### config.mk
export PLATFORM = sky130hd
export DESIGN_NAME = ifetch_prefetch_queue
export DESIGN_NICKNAME = d
export VERILOG_FILES = /design/src/rtl/ifetch_prefetch_queue.sv
export SDC_FILE = /design/constraint.sdc
export NUM_CORES = 1
export LEC_CHECK = 0
export ABC_AREA = 1
export BUFFER_PORTS_ARGS = -buffer_cell sky130_fd_sc_hd__buf_2
export CAP_MARGIN = 20
export CORE_ASPECT_RATIO = 0.9
export CORE_MARGIN = 1.5
export CORE_UTILIZATION = 55
export CTS_CLUSTER_DIAMETER = 50
export CTS_CLUSTER_SIZE = 20
export DETAILED_ROUTE_END_ITERATION = 16
export GPL_TIMING_DRIVEN = 0
export PLACE_DENSITY_LB_ADDON = 0.1
export SLEW_MARGIN = 0
export SYNTH_ARGS = -nofsm -noshare
export SYNTH_HDL_FRONTEND = slang
export SYNTH_SLANG_ARGS = --single-unit
### constraint.sdc
create_clock -name clk -period 13 [get_ports clk]
set_input_delay 0.65 -clock clk [delete_from_list [all_inputs] [get_ports clk]]
set_output_delay 0.65 -clock clk [all_outputs]
set_load 0.02 [all_outputs]
### src/rtl/ifetch_prefetch_queue.sv
// ifetch_prefetch_queue
//
// Instruction-fetch front end for the single-cycle RV32I core. It issues
// sequential word fetches to a variable-latency instruction memory. It
// buffers the returned words with their PCs in an in-order queue and hands
// them to the core on a valid/ready interface. A redirect from the core
// flushes the queue and restarts fetch at the new PC. Any responses still
// in flight at that point are counted and dropped when they arrive.
//
// Ports:
//   clk, rst_n      clock, asynchronous active-low reset
//   mem_req_*       fetch request (valid/ready), word address
//   mem_rsp_*       in-order fetch responses, one per accepted request
//   redirect_*      core fetch redirect (target bits [1:0] ignored)
//   inst_*          queue head presented to the core (valid/ready)
//   busy            requests in flight or stale responses still expected
module ifetch_prefetch_queue #(
  parameter int unsigned DEPTH           = 4,
  parameter int unsigned MAX_OUTSTANDING = 2,
  parameter logic [31:0] RESET_PC        = 32'h0000_0000
) (
  input  logic        clk,
  input  logic        rst_n,
  output logic        mem_req_valid,
  output logic [31:0] mem_req_addr,
  input  logic        mem_req_ready,
  input  logic        mem_rsp_valid,
  input  logic [31:0] mem_rsp_data,
  input  logic        redirect_valid,
  input  logic [31:0] redirect_pc,
  output logic        inst_valid,
  output logic [31:0] inst_pc,
  output logic [31:0] inst_data,
  input  logic        inst_ready,
  output logic        busy
);

  localparam int unsigned PW = $clog2(DEPTH);
  // MAX_OUTSTANDING <= DEPTH, so one counter width covers every counter
  localparam int unsigned CW = $clog2(DEPTH + 1);

  logic [31:0]   pc_q   [DEPTH];
  logic [31:0]   data_q [DEPTH];

  logic [31:0]   fetch_pc_r;
  logic [31:0]   rsp_pc_r;
  logic [CW-1:0] count_r;
  logic [CW-1:0] outstanding_r;
  logic [CW-1:0] discard_r;
  logic [PW-1:0] rd_ptr_r;
  logic [PW-1:0] wr_ptr_r;
  logic          req_valid_r;

  logic          req_fire_s;
  logic          push_s;
  logic          pop_s;
  logic [31:0]   fetch_pc_nx_s;
  logic [31:0]   rsp_pc_nx_s;
  logic [CW-1:0] count_nx_s;
  logic [CW-1:0] outstanding_nx_s;
  logic [CW-1:0] discard_nx_s;
  logic [CW:0]   occupancy_nx_s;
  logic          req_valid_nx_s;
  logic          unused_s;

  // Low address bits of the redirect target are deliberately ignored
  assign unused_s = ^redirect_pc[1:0];

  // Handshake qualification; a redirect drops the response and the pop
  always_comb begin
    req_fire_s = req_valid_r & mem_req_ready;
    push_s     = mem_rsp_valid & ~redirect_valid & (discard_r == {CW{1'b0}});
    pop_s      = (count_r != {CW{1'b0}}) & inst_ready & ~redirect_valid;
  end

  // Next-state computation; a redirect overrides queue and PC updates
  always_comb begin
    count_nx_s    = count_r;
    discard_nx_s  = discard_r;
    fetch_pc_nx_s = fetch_pc_r;
    rsp_pc_nx_s   = rsp_pc_r;
    case ({req_fire_s, mem_rsp_valid})
      2'b10:   outstanding_nx_s = outstanding_r + CW'(1'b1);
      2'b01:   outstanding_nx_s = outstanding_r - CW'(1'b1);
      default: outstanding_nx_s = outstanding_r;
    endcase
    if (redirect_valid) begin
      // Everything still in flight after this edge belongs to the old stream
      count_nx_s    = {CW{1'b0}};
      discard_nx_s  = outstanding_nx_s;
      fetch_pc_nx_s = {redirect_pc[31:2], 2'b00};
      rsp_pc_nx_s   = {redirect_pc[31:2], 2'b00};
    end else begin
      case ({push_s, pop_s})
        2'b10:   count_nx_s = count_r + CW'(1'b1);
        2'b01:   count_nx_s = count_r - CW'(1'b1);
        default: count_nx_s = count_r;
      endcase
      if (mem_rsp_valid && (discard_r != {CW{1'b0}})) begin
        discard_nx_s = discard_r - CW'(1'b1);
      end else begin
        discard_nx_s = discard_r;
      end
      if (req_fire_s) begin
        fetch_pc_nx_s = fetch_pc_r + 32'd4;
      end else begin
        fetch_pc_nx_s = fetch_pc_r;
      end
      // Kept responses arrive in request order, so their PCs are sequential
      // from the last redirect target
      if (push_s) begin
        rsp_pc_nx_s = rsp_pc_r + 32'd4;
      end else begin
        rsp_pc_nx_s = rsp_pc_r;
      end
    end
    // Reserve queue space for every request in flight so a response always fits
    occupancy_nx_s = {1'b0, count_nx_s} + {1'b0, outstanding_nx_s};
    req_valid_nx_s = (occupancy_nx_s < (CW+1)'(DEPTH)) &&
                     (outstanding_nx_s < CW'(MAX_OUTSTANDING));
  end

  // Control state registers
  always_ff @(posedge clk or negedge rst_n) begin
    if (!rst_n) begin
      fetch_pc_r    <= RESET_PC;
      rsp_pc_r      <= RESET_PC;
      count_r       <= {CW{1'b0}};
      outstanding_r <= {CW{1'b0}};
      discard_r     <= {CW{1'b0}};
      rd_ptr_r      <= {PW{1'b0}};
      wr_ptr_r      <= {PW{1'b0}};
      req_valid_r   <= 1'b0;
    end else begin
      fetch_pc_r    <= fetch_pc_nx_s;
      rsp_pc_r      <= rsp_pc_nx_s;
      count_r       <= count_nx_s;
      outstanding_r <= outstanding_nx_s;
      discard_r     <= discard_nx_s;
      req_valid_r   <= req_valid_nx_s;
      if (redirect_valid) begin
        rd_ptr_r <= {PW{1'b0}};
        wr_ptr_r <= {PW{1'b0}};
      end else begin
        if (push_s) begin
          wr_ptr_r <= wr_ptr_r + PW'(1'b1);
        end
        if (pop_s) begin
          rd_ptr_r <= rd_ptr_r + PW'(1'b1);
        end
      end
    end
  end

  // Queue storage write port; no reset needed as inst_valid gates the head
  always_ff @(posedge clk) begin
    if (push_s) begin
      pc_q[wr_ptr_r]   <= rsp_pc_r;
      data_q[wr_ptr_r] <= mem_rsp_data;
    end
  end

  assign mem_req_valid = req_valid_r;
  assign mem_req_addr  = fetch_pc_r;
  assign inst_valid    = (count_r != {CW{1'b0}});
  assign inst_pc       = inst_valid ? pc_q[rd_ptr_r]   : 32'h0000_0000;
  assign inst_data     = inst_valid ? data_q[rd_ptr_r] : 32'h0000_0000;
  assign busy          = (outstanding_r != {CW{1'b0}}) | (discard_r != {CW{1'b0}});

endmodule
# ---- Word-level counts from Yosys, hierarchy flattened
# Memory sizes are Yosys's and may differ from the RTL's.
# Cells that the tools add are included.
dict set report totals {
  regBits 78
  in_bits 70
  out_inout_bits 99
  ram_bits 256
  wordCells 60
  n_memories 2
}
# name depth word_bits rd rd_ports_with_merged_regs write_ports line
set memory_table {}
lappend memory_table {data_q 4 32 1 0 1 43} ;# logic [31:0] data_q [DEPTH];
lappend memory_table {pc_q 4 32 1 0 1 42} ;# logic [31:0] pc_q [DEPTH];
dict set report classes {
  mux 17
  order_cmp 2
  n_reduce_logical 10
  eq_ne 4
  bitwise_logic 7
  add_sub_neg 10
}
# operator n
set ops {}
lappend ops {{$mux W32} 6}
lappend ops {{$add A32 B3 Y32 const B} 2}
lappend ops {{$pmux W3 S2} 2}
lappend ops {{$mux W3} 3}
lappend ops {{$reduce_bool A3 Y1} 3}
lappend ops {{$sub A3 B1 Y3 const B} 3}
lappend ops {{$mux W2} 4}
lappend ops {{$reduce_bool A2 Y1} 4}
lappend ops {{$add A3 B1 Y3 const B} 2}
lappend ops {{$and A1 B1 Y1} 5}
lappend ops {{$add A2 B1 Y2 const B} 2}
lappend ops {{$add A3 B3 Y4} 1}
lappend ops {{$eq A2 B1 Y1 const B} 2}
lappend ops {{$eq A2 B2 Y1 const B} 2}
lappend ops {{$lt A4 B3 Y1 const B} 1}
lappend ops {{$logic_not A3 Y1} 1}
lappend ops {{$lt A3 B2 Y1 const B} 1}
lappend ops {{$logic_and A1 B1 Y1} 2}
lappend ops {{$mux W1} 2}
lappend ops {{$not A1 Y1} 1}
lappend ops {{$or A1 B1 Y1} 1}

# ---- Longest topological paths before layout
dict set report depth {
  ltp_word 9
  mapped_depth 15
  depth_no_buf 14
}

# ---- Worst setup path before layout
# Ideal clock, no wire load.
dict set report synth_path {
  path_type {input to register}
  from {in mem_rsp_valid}
  to {mem data_q[0][0] (enable)}
  path_stages 5
  arrival_ns 3.795
  required_ns 12.518
  n_path_buf 1
  path_slack_ns 8.723
  setup_ns 0.482
  cell_sequence {inv_1 > nor2_2 > nand2_1 > buf_2 > nor2_1}
}
dict set report synth_between {
  elab_chain_len 4
}
# item line
set synth_lines {}
lappend synth_lines {{from (decl)} 27} ;# input logic mem_rsp_valid,
lappend synth_lines {{$and A1 B1 Y1 (2 in series)} 72} ;# push_s = mem_rsp_valid & ~redirect_valid & (discard_r == {CW{1'b0}});
lappend synth_lines {{$mux W1} 157} ;# if (push_s) begin
lappend synth_lines {{$mux W1 (implied by the code)} 159} ;# data_q[wr_ptr_r] <= mem_rsp_data;
lappend synth_lines {{to (decl)} 43}
# Every way passes these cells.

# ---- Worst setup path after layout
dict set report layout_path {
  from {reg count_r[1]}
  to {reg req_valid_r, in the netlist mem_req_valid}
}
dict set report layout_between {
  elab_chain_len 9
  elab_cells_between_ends 12
  classes_between {add/sub: 3; order compare: 1; eq/ne: 2; mux: 2; bitwise: 2; reduce/logical: 2}
}
# item line
set layout_lines {}
lappend layout_lines {{from (decl)} 47} ;# logic [CW-1:0] count_r;
lappend layout_lines {{from (signal assigned)} 128} ;# count_r <= {CW{1'b0}};
lappend layout_lines {{from (signal assigned)} 137} ;# count_r <= count_nx_s;
lappend layout_lines {{$reduce_bool A3 Y1} 73} ;# pop_s = (count_r != {CW{1'b0}}) & inst_ready & ~redirect_valid;
lappend layout_lines {{$and A1 B1 Y1 (2 in series)} 73}
lappend layout_lines {{$eq A2 B1 Y1 / $eq A2 B2 Y1 (equally long branches)} 94} ;# case ({push_s, pop_s})
lappend layout_lines {{$pmux W3 S2 (*)} 94}
lappend layout_lines {{$mux W3 (*)} 87} ;# if (redirect_valid) begin
lappend layout_lines {{named net count_nx_s[2]} 59} ;# logic [CW-1:0] count_nx_s;
lappend layout_lines {{$add A3 B3 Y4 (*)} 118} ;# occupancy_nx_s = {1'b0, count_nx_s} + {1'b0, outstanding_nx_s};
lappend layout_lines {{$lt A4 B3 Y1 (*)} 119} ;# req_valid_nx_s = (occupancy_nx_s < (CW+1)'(DEPTH)) &&
lappend layout_lines {{$logic_and A1 B1 Y1 (*)} 119}
lappend layout_lines {{named net req_valid_nx_s} 63} ;# logic req_valid_nx_s;
lappend layout_lines {{to (signal assigned)} 140} ;# req_valid_r <= req_valid_nx_s;
lappend layout_lines {{to (decl)} 52} ;# logic req_valid_r;
# The timed path passes the listed nets; every way through them passes the cells marked *.
# A chain may end at the register's enable or synchronous reset.

==> flow_metrics.py <==
metrics = {
    "timing": {
        "hold_viol": 0,
        "setup-violations-final": 0,
        "clock.fmax_mhz": 244,
        "grt_setup_unrepaired": "false",
        "worstMarginPinSlew_ps": 1120,
        "maxSlewViolCount": 0,
        "setup_tns_ps": 0,
        "period_share_pct": 31.5,
        "whs_ps": 19.1,
        "fin_skew_ps": 28.5,
        "min_period_ps": 4100,
        "slew_headroom_pct": 24.9,
    },
    "min_path": {
        "hold_path_class": "input port to asynchronous set/reset pin",
    },
    "yosys": {
        "yosys-top-cells-area": "edfxtp_1 51%, dfrtp_1 13%, nor2_1 8.5%",
        "ys_seq_area_share_pct": 63.7,
        "synth_enable_flop_cells": 248,
        "synth_cell_types": 39,
        "synth-main-ff-cell": "edfxtp_1",
        "syn_avg_cell_area_sq_um": 9.91,
        "postSynth.asyncResetShare_pct": 23.0,
        "syn-cell-area_sq_um": 14600,
        "yosysTopAreaCellShare_pct": 51.0,
        "synth.largest_area_cell": "edfxtp_1",
        "synth-seq-cells": 322,
        "synth_warnings": 0,
        "syn_inst": 1473,
    },
    "floorplanning": {
        "die_area_sq_um": 27500,
        "rows": 56,
        "design.portCount": 169,
        "initial_core_util_pct": 56.0,
        "core-area_sq_um": 26100,
        "die_h_um": 158,
        "die_w_um": 175,
    },
    "grt": {
        "grt.total_usage_pct": 27.1,
        "antenna_found_initial": 0,
        "grt_max_degree": 56,
        "grt_overflow": 0,
        "grt_pass1_vias": 10600,
        "grt_pass1_wl_um": 57500,
    },
    "run": {
        "cap_violations": 0,
    },
    "critical_path": {
        "cp-end-kind": "register",
        "crit_arrival_ps": 4460,
        "critPathSlowestCell": "nor3_2",
        "crit_required_ps": 13360,
        "cp_slowest_stage_delay_ps": 910,
        "r2r_cells": 13,
        "critPathMaxFanout": 10,
        "timing.critical_path.cells": "nor3_2 -> nor2_1 -> inv_1 -> nor2_1 -> ha_1 -> fa_1 -> a21oi_1 -> o21a_1 -> o21ai_0 -> a21oi_1 -> ha_1 -> or3_1 -> nor4_1",
        "r2r_start": "count_r[1]$_DFF_PN0_",
        "critPathKind": "register to register",
        "r2r-end": "mem_req_valid$_DFF_PN0_",
        "r2r_setup_slack_ps": 8900,
        "start_kind": "register",
    },
    "route": {
        "first_pass_iters": 8,
        "routed_wl_um": 37000,
        "viasPerCell": 5.52,
        "wl_per_cell_um": 18.0,
        "ant_nets": 0,
        "drc_errors": 0,
        "drtIter0Drc": 901,
        "vias": 11300,
    },
    "cells_and_area": {
        "final_common_cell": "nor2_1",
        "layoutNonFillerInstCount": 2054,
        "antennaDiodeCount": 0,
        "nets": 1766,
        "layout_common_cells": "327 x nor2_1, 248 x edfxtp_1, 213 x nand2_1",
        "area_growth_pct": 18.1,
        "drive_gt1_share_pct": 17.2,
    },
    "clock_tree": {
        "cts_resized": 0,
        "cts_tree": "done",
        "cts_hold_buf": 0,
        "cts_setup_buffers": 0,
        "clock-sinks": 322,
        "clockRootBuffer": "clkbuf_16",
        "insertion_delay_ps": 520,
        "htree_num_levels": 2,
        "path_clk_slew_ps": 70,
        "cts_made_buffers": 34,
        "cts_buffer_depth": 3,
    },
    "run_status": {
        "status": "finished, final reports clean",
    },
    "power": {
        "powerDensity_nw_per_um2": 166,
        "leakage_nw": 6.91,
        "ir_worst_vdd_mv": 0.104,
    },
    "place": {
        "dp_hpwl_um": 25100,
        "numPortBuffers": 161,
        "dp.cells": 1994,
        "gp_congestion": 0.926,
    },
}
sequential cells by signal, indices dropped and copies added, names as in the netlist:
| register | count |
|---|---|
| data_q | 128 |
| pc_q | 120 |
| mem_req_addr | 30 |
| rsp_pc_r | 30 |
| count_r | 3 |
| discard_r | 3 |
| outstanding_r | 3 |
| rd_ptr_r | 2 |
| wr_ptr_r | 2 |
| mem_req_valid | 1 |
cell type report:
type | count | area, sq um
plain buffers | 65 | 310
clock buffers | 38 | 866
clock inverters | 22 | 295
fillers | 2097 | 8830
inverters | 106 | 398
multi-input cells | 983 | 4620
flip-flops and latches | 322 | 9300
well taps | 348 | 435
repair buffers | 170 | 1000
critical path, delay by kind of cell, from the launching register on:
family          cells  cell delay (ps)
fa+ha+maj           3              900
buf+inv             1              200
simple gates        5             1870
flops               1              410
compound gates      4              560
routing by layer:
metal	vias to the layer above	wire length, um	track usage, %
met5	-	0	0
met4	0	874	8.30
met3	58	2610	3.26
met2	476	17400	44.1
met1	5387	16100	38.5
li1	5413	-	-
synth_stat cells, types with 8 or more instances:
cell / count
dfrtp_1: 74
nor2_2: 8
xor2_1: 11
nand3_1: 68
buf_2: 21
ha_1: 12
edfxtp_1: 248
nand2_1: 213
clkbuf_1: 36
nand2_2: 10
inv_1: 100
nand4_1: 10
nor2_1: 331
o211ai_1: 16
a21oi_1: 89
nor3_1: 10
o21ai_0: 158
power breakdown:
group,switching (mW),total (mW),internal [mW],leakage [nW]
Sequential,0.0797,1.28,1.20,3.15
Combinational,0.412,0.588,0.177,3.21
Clock,0.427,1.00,0.578,0.551
per-stage QoR:
step                worst slack [ps]  area, sq um  util (%)  power [mW]
detailed placement              8890        16100      61.7        1.88
finish                          8900        17200      66.1        2.87
CTS                             8850        17200      66.1        2.88
floorplan                       8720        14600         -        1.65
global placement                6250        15800      60.8        1.86
global route                    8640        17200      66.1        2.99
cell families after synthesis:
kind of cell	after synthesis	synth area share [%]
and+or+nand+nor	667	18.9
DFF	322	63.7
AOI/OAI and AO/OA	285	10.4
buffers and inverters	171	4.85
adders and majority gates	14	1.30
xor gates and xnor gates	13	0.780
other	1	0.0257
worst max-delay path by stage:
stage                               from  cells past startpoint                 endpoint  slack [ps]
floorplan                  mem_rsp_valid                      5   data_q[0][0]$_DFFE_PP_        8720
finish              count_r[1]$_DFF_PN0_                     13  mem_req_valid$_DFF_PN0_        8900
CTS                 count_r[1]$_DFF_PN0_                     13  mem_req_valid$_DFF_PN0_        8850
global route        count_r[1]$_DFF_PN0_                     13  mem_req_valid$_DFF_PN0_        8640
detailed placement  count_r[1]$_DFF_PN0_                     13  mem_req_valid$_DFF_PN0_        8890
global placement           mem_rsp_valid                      6   data_q[0][4]$_DFFE_PP_        6250
(Power assumes the default switching activity.)
